$ cat config.mk
export PLATFORM = sky130hd
export DESIGN_NAME = avr_io_tick_timer
export DESIGN_NICKNAME = d
export VERILOG_FILES = /design/src/rtl/avr_io_tick_timer.sv
export SDC_FILE = /design/constraint.sdc
export NUM_CORES = 1
export LEC_CHECK = 0
export CORE_MARGIN = 3
export CORE_UTILIZATION = 55
export DETAILED_ROUTE_END_ITERATION = 10
export PLACE_DENSITY = 0.75
export SETUP_SLACK_MARGIN = 0.02
export SYNTH_ARGS = -nofsm -noshare
export SYNTH_HDL_FRONTEND = slang
export SYNTH_SLANG_ARGS = --single-unit
export TNS_END_PERCENT = 10
$ cat constraint.sdc
create_clock -name clk -period 7.67 [get_ports clk]
set_input_delay 1.1505 -clock clk [delete_from_list [all_inputs] [get_ports clk]]
set_output_delay 1.1505 -clock clk [all_outputs]
set_load 0.01 [all_outputs]
$ cat src/rtl/avr_io_tick_timer.sv
// 16-bit down-counting I/O timer with prescaler, auto-reload/one-shot modes and level IRQ on underflow.
// Zero-latency combinational reads; a CNT_LO read latches the high byte so 16-bit reads are atomic.
module avr_io_tick_timer #(
   parameter int CNT_WIDTH = 16,
   parameter int PRE_WIDTH = 8
) (
   input  logic       clk,
   input  logic       rst_n,
   input  logic       io_re,
   input  logic       io_we,
   input  logic [1:0] io_a,
   output logic [7:0] io_do,
   input  logic [7:0] io_di,
   output logic       irq,
   input  logic       irq_ack
);

   localparam logic [1:0] A_CTRL   = 2'd0;
   localparam logic [1:0] A_STATUS = 2'd1;
   localparam logic [1:0] A_CNT_LO = 2'd2;
   localparam logic [1:0] A_CNT_HI = 2'd3;

   logic                 en_q, en_d;
   logic                 ie_q, ie_d;
   logic                 auto_q, auto_d;
   logic [1:0]           ps_q, ps_d;
   logic                 ovf_q, ovf_d;
   logic [CNT_WIDTH-1:0] count_q, count_d;
   logic [CNT_WIDTH-1:0] reload_q, reload_d;
   logic [7:0]           temp_lo_q, temp_lo_d;
   logic [7:0]           shadow_hi_q, shadow_hi_d;
   logic [PRE_WIDTH-1:0] pre_q, pre_d;

   logic                 wr_ctrl, wr_status, wr_lo, wr_hi, rd_lo;
   logic [PRE_WIDTH-1:0] pre_term;
   logic                 tick, underflow, ovf_clr;

   assign wr_ctrl   = io_we && (io_a == A_CTRL);
   assign wr_status = io_we && (io_a == A_STATUS);
   assign wr_lo     = io_we && (io_a == A_CNT_LO);
   assign wr_hi     = io_we && (io_a == A_CNT_HI);
   assign rd_lo     = io_re && (io_a == A_CNT_LO);

   always_comb begin
      pre_term = '0;
      case (ps_q)
         2'b00:   pre_term = '0;
         2'b01:   pre_term = PRE_WIDTH'(7);
         2'b10:   pre_term = PRE_WIDTH'(63);
         default: pre_term = PRE_WIDTH'(255);
      endcase
   end

   // A PS change that lands below the current prescaler value lets it wrap naturally.
   assign tick      = en_q && (pre_q == pre_term);
   assign underflow = tick && (count_q == '0);
   assign ovf_clr   = irq_ack || (wr_status && io_di[0]);

   always_comb begin
      en_d        = en_q;
      ie_d        = ie_q;
      auto_d      = auto_q;
      ps_d        = ps_q;
      ovf_d       = ovf_q;
      count_d     = count_q;
      reload_d    = reload_q;
      temp_lo_d   = temp_lo_q;
      shadow_hi_d = shadow_hi_q;
      pre_d       = pre_q;

      if (!en_q || tick) pre_d = '0;
      else               pre_d = pre_q + 1'b1;

      if (wr_hi) begin
         reload_d = {io_di, temp_lo_q};
         count_d  = {io_di, temp_lo_q};
      end else if (tick) begin
         if (count_q != '0) count_d = count_q - 1'b1;
         else if (auto_q)   count_d = reload_q;
      end

      if (wr_ctrl) begin
         en_d   = io_di[0];
         ie_d   = io_di[1];
         auto_d = io_di[2];
         ps_d   = io_di[5:4];
      end else if (underflow && !auto_q) begin
         en_d = 1'b0;
      end

      // Set beats clear when both land on one edge.
      if (underflow)    ovf_d = 1'b1;
      else if (ovf_clr) ovf_d = 1'b0;

      if (wr_lo) temp_lo_d   = io_di;
      if (rd_lo) shadow_hi_d = count_q[15:8];
   end

   always_ff @(posedge clk or negedge rst_n) begin
      if (!rst_n) begin
         en_q        <= 1'b0;
         ie_q        <= 1'b0;
         auto_q      <= 1'b0;
         ps_q        <= 2'b00;
         ovf_q       <= 1'b0;
         count_q     <= '0;
         reload_q    <= '0;
         temp_lo_q   <= '0;
         shadow_hi_q <= '0;
         pre_q       <= '0;
      end else begin
         en_q        <= en_d;
         ie_q        <= ie_d;
         auto_q      <= auto_d;
         ps_q        <= ps_d;
         ovf_q       <= ovf_d;
         count_q     <= count_d;
         reload_q    <= reload_d;
         temp_lo_q   <= temp_lo_d;
         shadow_hi_q <= shadow_hi_d;
         pre_q       <= pre_d;
      end
   end

   always_comb begin
      io_do = 8'h00;
      if (io_re) begin
         case (io_a)
            A_CTRL:   io_do = {2'b00, ps_q, 1'b0, auto_q, ie_q, en_q};
            A_STATUS: io_do = {6'b000000, en_q, ovf_q};
            A_CNT_LO: io_do = count_q[7:0];
            default:  io_do = shadow_hi_q;
         endcase
      end
   end

   assign irq = ovf_q && ie_q;

endmodule
==> results of run 1 <==
[cells by family after synthesis]
logic type	count (synthesis)
flip-flops	62
AND/OR/NAND/NOR	166
multiplexers	33
XOR/XNOR	9
AO/OA/AOI/OAI	50
buffers and inverters	21
adder cells (fa/ha/maj)	3
[report_power, final]
group	switching, mW	internal (mW)	total [mW]	leakage (nW)
registers	0.0977	0.404	0.502	0.766
clock network	0.126	0.149	0.275	0.0904
logic	0.155	0.148	0.303	0.747
[final timing paths]
| kind | slack (ns) | endpoint | startpoint |
|---|---|---|---|
| max | 3.44 | io_do[5] | io_a[0] |
| min | 0.47 | reload_q[2]$_DFFE_PN0P_ | reload_q[2]$_DFFE_PN0P_ |
| max reg2reg | 4.57 | count_q[10]$_DFFE_PN0P_ | count_q[0]$_DFFE_PN0P_ |
| min reg2reg | 0.47 | reload_q[2]$_DFFE_PN0P_ | reload_q[2]$_DFFE_PN0P_ |
| max in group asynchronous | 6.18 | ovf_q$_DFFE_PN0P_ | rst_n |
| min in group asynchronous | 0.95 | pre_q[2]$_DFF_PN0_ | rst_n |
[state kept, by name, indices dropped and copies added, names as in the netlist]
register     flops
shadow_hi_q      8
ie_q             1
ps_q             2
temp_lo_q        8
reload_q        16
en_q             1
ovf_q            1
count_q         16
auto_q           1
pre_q            8
[area by class of cell]
cell class                 count  area, um2
fill                         468       1919
multi-input combinational    261       1673
clock buffer                  12      135.1
tap                           72      90.09
inverter                       3      11.26
clock inverter                 4      47.55
sequential                    62       1551
timing repair buffer          26      247.7
[routing by layer]
| metal | share of wire | vias up |
|---|---|---|
| met1 | 0.48 | 1286 |
| met2 | 0.43 | 91 |
| met4 | 0.024 | 0 |
| li1 | - | 1275 |
| met5 | 0 | - |
| met3 | 0.065 | 16 |
[worst register-to-register path, delay by kind of cell (launching register included)]
| family | cells | cell delay, ns |
|---|---|---|
| adders and majority gates | 1 | 0.21 |
| DFF | 1 | 0.48 |
| and+or+nand+nor | 5 | 1.88 |
| buffers and inverters | 1 | 0.16 |
| AOI/OAI and AO/OA | 1 | 0.26 |
[placed cells by master, fill, tap and decap left out, drive strengths merged, types with 2 or more instances in the layout]
master	count
mux2	25
mux4	2
clkdlybuf4s50	22
a32oi	2
a21oi	9
nand3b	3
and2	5
ha	3
or2	3
or4	4
nand2	75
o2111ai	2
o21ai	11
and3	4
nor2b	3
buf	4
nor3	6
nand3	17
o221a	2
xnor2	3
nor2	23
o211ai	5
inv	3
mux2i	6
o31ai	2
clkinv	2
or3	6
a211o	3
a22oi	5
nor4	7
nand4	5
dfrtp	62
a211oi	2
xor2	6
clkbuf	12
[cells in the mapped netlist (all sizes together), types with 2 or more instances]
| cell type | count |
|---|---|
| mux4 | 2 |
| and2 | 5 |
| o31ai | 2 |
| clkbuf | 10 |
| or3 | 6 |
| dfrtp | 62 |
| nand3b | 3 |
| mux2i | 6 |
| buf | 8 |
| a211oi | 2 |
| or4 | 4 |
| inv | 3 |
| nor2b | 3 |
| o221a | 2 |
| a22oi | 5 |
| ha | 3 |
| a211o | 3 |
| a32oi | 2 |
| nor2 | 23 |
| o21ai | 11 |
| a21oi | 9 |
| xnor2 | 3 |
| or2 | 3 |
| o2111ai | 2 |
| o211ai | 5 |
| nor4 | 7 |
| nand3 | 17 |
| nand4 | 5 |
| and3 | 4 |
| xor2 | 6 |
| nor3 | 6 |
| mux2 | 25 |
| nand2 | 75 |
[per-stage QoR]
| step | util | instance area, um2 |
|---|---|---|
| 6_report | 0.6618 | 3756 |
| 3_5_place_dp | 0.6296 | 3573 |
| 2_1_floorplan | - | 3321 |
| 3_3_place_gp | 0.6296 | 3573 |
| 4_1_cts | 0.6618 | 3756 |
| 5_1_grt | 0.6618 | 3756 |
==> flow_metrics.tcl, run 1 <==
set metrics [dict create \
    worst_pin_slew_ns 0.7822 \
    path_depth 5 \
    async_reset_ff_frac 1.000 \
    clock-sinks 62 \
    ys_seq_area_frac 0.4672 \
    synth-edff-count 0 \
    relSlewSlack 0.4785 \
    vias 2668 \
    grtUsageMet1 0.3342 \
    finalSetupViolCount 0 \
    syn-num-nets 362 \
    place_inst 424 \
    area_delta_synth_final_pct 13.11 \
    hpwl_mm 5.443 \
    grt_pass1_vias 2664 \
    grt_overflow 0 \
    hold-worst-slack_ns 0.4715 \
    synthXorXnorAreaFrac 0.02374 \
    gp_congestion 0.8960 \
    period_share 0.5510 \
    port_buffers 23 \
    antenna_left 0 \
    tns_ns 0 \
    postCtsResizedCells 0 \
    final_nets 381 \
    synth-simple-area-share 0.2423 \
    whs_path_depth 2 \
    path_class "input port to output port" \
    crit_buf_inv 2 \
    critPathSlowestCell "clkdlybuf4s50_1" \
    max_freq_mhz 236.6 \
    pre_cts_slack_ns 3.459 \
    cp.arrival_ns 3.08 \
    cts_tree "yes" \
    clkLatencyLatePin_ns 0.35 \
    num_antenna_cells 0 \
    start_kind "input port" \
    cpLargestDelayFamily "buffers and inverters" \
    rsz0062_at_grt "no" \
    fp.dieW_um 83.70 \
    totalPowerFinal_mw 1.080 \
    die_area_um2 7006 \
    grt_start_max_net_pins 63 \
    wl_per_cell_um 17.57 \
    yosys_warnings 0 \
    gr-usage-met3 0.05528 \
    finalNonFillerCells 440 \
    synthMuxAreaShare 0.1164 \
    hold_class "flip-flop to flip-flop" \
    hold_violations 0 \
    synth_top_family_by_area "simple AND/OR/NAND/NOR gates" \
    start_util 0.5851 \
    synth_top_cell_area_share 0.4672 \
    io_pins 24 \
    clock_path_buffers 2 \
    r2r_cells 8 \
    core_area_um2 5675 \
    viasPerCell 6.064 \
    status "complete, no violations" \
    maxCapViolCount 0 \
    ys_ff_latch 62 \
    setup_slack_ns 3.444 \
    netlist_area_um2 3321 \
    cts_made_buffers 9 \
    crit_fanout 14 \
    path_cells "clkdlybuf4s50_1, mux2_2, a22oi_1, nor2b_1, clkdlybuf4s50_1" \
    synthAdderAreaFrac 0.01130 \
    synthCells 344 \
    leakage_nw 1.603 \
    cts_hold_buf 0 \
    clkTransAtPathRegs_ns 0.06 \
    drtPass1Iterations 4 \
    die_height_um 83.70 \
    wl_mm 7.732 \
    drtIter0Drc 177 \
    postCtsSetupBuffers 0 \
    antenna_found_initial 0 \
    synth_area_per_cell_um2 9.653 \
    ys.flop_type "dfrtp_1" \
    crit_path_max_incr_delay_ns 0.82 \
    drc 0 \
    finalCriticalPeriod_ns 4.226 \
    groute.usage.overall 0.2398 \
    busiest_layer "met2" \
    finalMaxSlewViolations 0 \
    grt_pass1_wl_mm 13.19 \
    synthTopCellsByArea "dfrtp_1, mux2_2, nand2_1, nor2_1, nand3_1" \
    end_kind "output port" \
    synth.distinct_cells 54 \
    rows 27 \
    cts_root_buffer "clkbuf_8" \
    synth_area_leader_cell "dfrtp_1" \
    cpMostUsedCell "clkdlybuf4s50_1" \
    met2_usage 0.3492 \
    clock_skew_ns 0.01201 \
    synth-compound-area-share 0.1100 \
    htreeDepth 3 \
    worstPathRequired_ns 6.52 \
    peakVddDrop_v 0.0001509 \
    drive_gt1_frac 0.1522 \
    p_per_area_nw_per_um2 287.6 \
]
Power figures use the tool's default switching activity.
==> run 2: changes to the inputs <==
- clock period: 7.67 -> 4.2 ns (I/O delays scaled with it)
==> run 2 against run 1 <==
Against the previous run:
- global-route usage up 0.54 points
- wire length increased by 4.1%
- combinational power is 86% higher
- via count up 1.5%
- flip-flop and latch count stayed put
- critical path depth unchanged
- utilization decreased by 0.13 points
- count of clock-buffer cells in the layout rose by 2
- sequential share of layout area is 0.083 points higher
- non-clock buffer count up 1
- register-to-register slack got worse by 3.4 ns
==> flow_metrics.tcl, run 2 (same netlist as run 1, synthesis figures left out) <==
set metrics [dict create \
    viasPerCell 6.152 \
    peakVddDrop_v 0.0003010 \
    fp.dieW_um 83.70 \
    hold_class "input port to async pin" \
    place_inst 425 \
    num_antenna_cells 0 \
    top_regs "count_q (16), reload_q (16)" \
    wl_mm 8.047 \
    finalNonFillerCells 440 \
    start_kind "input port" \
    maxCapViolCount 0 \
    htreeDepth 3 \
    postCtsResizedCells 0 \
    finalSetupViolCount 0 \
    status "complete, no violations" \
    hold-worst-slack_ns 0.3290 \
    path_cells "clkdlybuf4s50_1, mux2_2, a22oi_1, nor2b_1, clkdlybuf4s50_1" \
    core_area_um2 5675 \
    cts_hold_buf 0 \
    grt_overflow 0 \
    end_kind "output port" \
    grt_pass1_wl_mm 13.61 \
    crit_path_max_incr_delay_ns 0.81 \
    layout_common_cells "nand2_1, dfrtp_1, mux2_2" \
    period_share 0.7598 \
    gp_congestion 0.9143 \
    groute.usage.overall 0.2452 \
    port_buffers 23 \
    wl_per_cell_um 18.29 \
    path_class "input port to output port" \
    rsz0062_at_grt "no" \
    die_height_um 83.70 \
    io_pins 24 \
    grt_start_max_net_pins 33 \
    clock_path_buffers 2 \
    fin_util 0.6605 \
    r2r_cells 8 \
    final_nets 382 \
    worstPathRequired_ns 3.57 \
    cts_made_buffers 9 \
    cpLargestDelayFamily "buffers and inverters" \
    drc 0 \
    cts_root_buffer "clkbuf_8" \
    finalMaxSlewViolations 0 \
    relSlewSlack 0.4906 \
    max_freq_mhz 313.4 \
    final_common_cell "nand2_1" \
    postCtsSetupBuffers 0 \
    path_depth 5 \
    cp.arrival_ns 2.56 \
    cts_tree "yes" \
    crit_fanout 14 \
    leakage_nw 1.604 \
    hpwl_mm 5.766 \
    hold_violations 0 \
    tns_ns 0 \
    totalPowerFinal_mw 1.931 \
    drtIter0Drc 227 \
    grt_pass1_vias 2711 \
    drtPass1Iterations 4 \
    clock-sinks 62 \
    finalCriticalPeriod_ns 3.191 \
    p_per_area_nw_per_um2 515.2 \
    worst_pin_slew_ns 0.7536 \
    rows 27 \
    start_util 0.5851 \
    critPathSlowestCell "clkdlybuf4s50_1" \
    antenna_left 0 \
    clkLatencyLatePin_ns 0.34 \
    r2r_slack_ns 1.16 \
    antenna_found_initial 0 \
    area_delta_synth_final_pct 12.89 \
    clkTransAtPathRegs_ns 0.06 \
    cpMostUsedCell "clkdlybuf4s50_1" \
    drive_gt1_frac 0.1522 \
    crit_buf_inv 2 \
    clock_skew_ns 0.006138 \
    die_area_um2 7006 \
    vias 2707 \
]
==> run 2: changes by cell type in the layout (fill, tap and decap cells not counted) <==
cell	before	now
bufinv_16	1	0
clkinvlp_4	1	0
clkinv_2	2	1
clkbuf_8	9	11
buf_4	3	4
==> run 2: power by group <==
group	internal (mW)	switching (mW)
combinational	0.271	0.292
clock	0.243	0.205
sequential	0.739	0.182
total	1.25	0.679
==> run 2: per-layer routing <==
layer	part of all wire	up-vias	GRT usage
li1	-	1280	-
met1	0.45	1288	0.3338
met2	0.45	112	0.3651
met3	0.073	27	0.06022
met4	0.031	0	0.1228
met5	0	-	0
==> run 2: stage by stage <==
stage | instance area, um2 | setup WS (ns)
after global placement | 3581 | 1.076
after detailed placement | 3581 | 1.026
after global routing | 3749 | 0.9299
final | 3749 | 1.009
after CTS | 3749 | 1.028
after floorplan | 3321 | 1.587
==> run 2: area by class of cell <==
class	count	area [um2]
Inverter	3	11.26
Timing Repair Buffer	27	255.2
Tap cell	72	90.09
Fill cell	475	1927
Multi-Input combinational cell	261	1673
Clock inverter	1	5.005
Clock buffer	14	162.7
Sequential cell	62	1551
==> run 2: path summary, 6_finish.rpt <==
path | start | end
worst max register to register | count_q[1]$_DFFE_PN0P_ | count_q[3]$_DFFE_PN0P_
worst max-delay path | io_a[0] | io_do[5]
min in group clk | reload_q[2]$_DFFE_PN0P_ | reload_q[2]$_DFFE_PN0P_
worst min register to register | reload_q[2]$_DFFE_PN0P_ | reload_q[2]$_DFFE_PN0P_
worst min-delay path | rst_n | pre_q[4]$_DFF_PN0_
max in group asynchronous | rst_n | temp_lo_q[5]$_DFFE_PN0P_
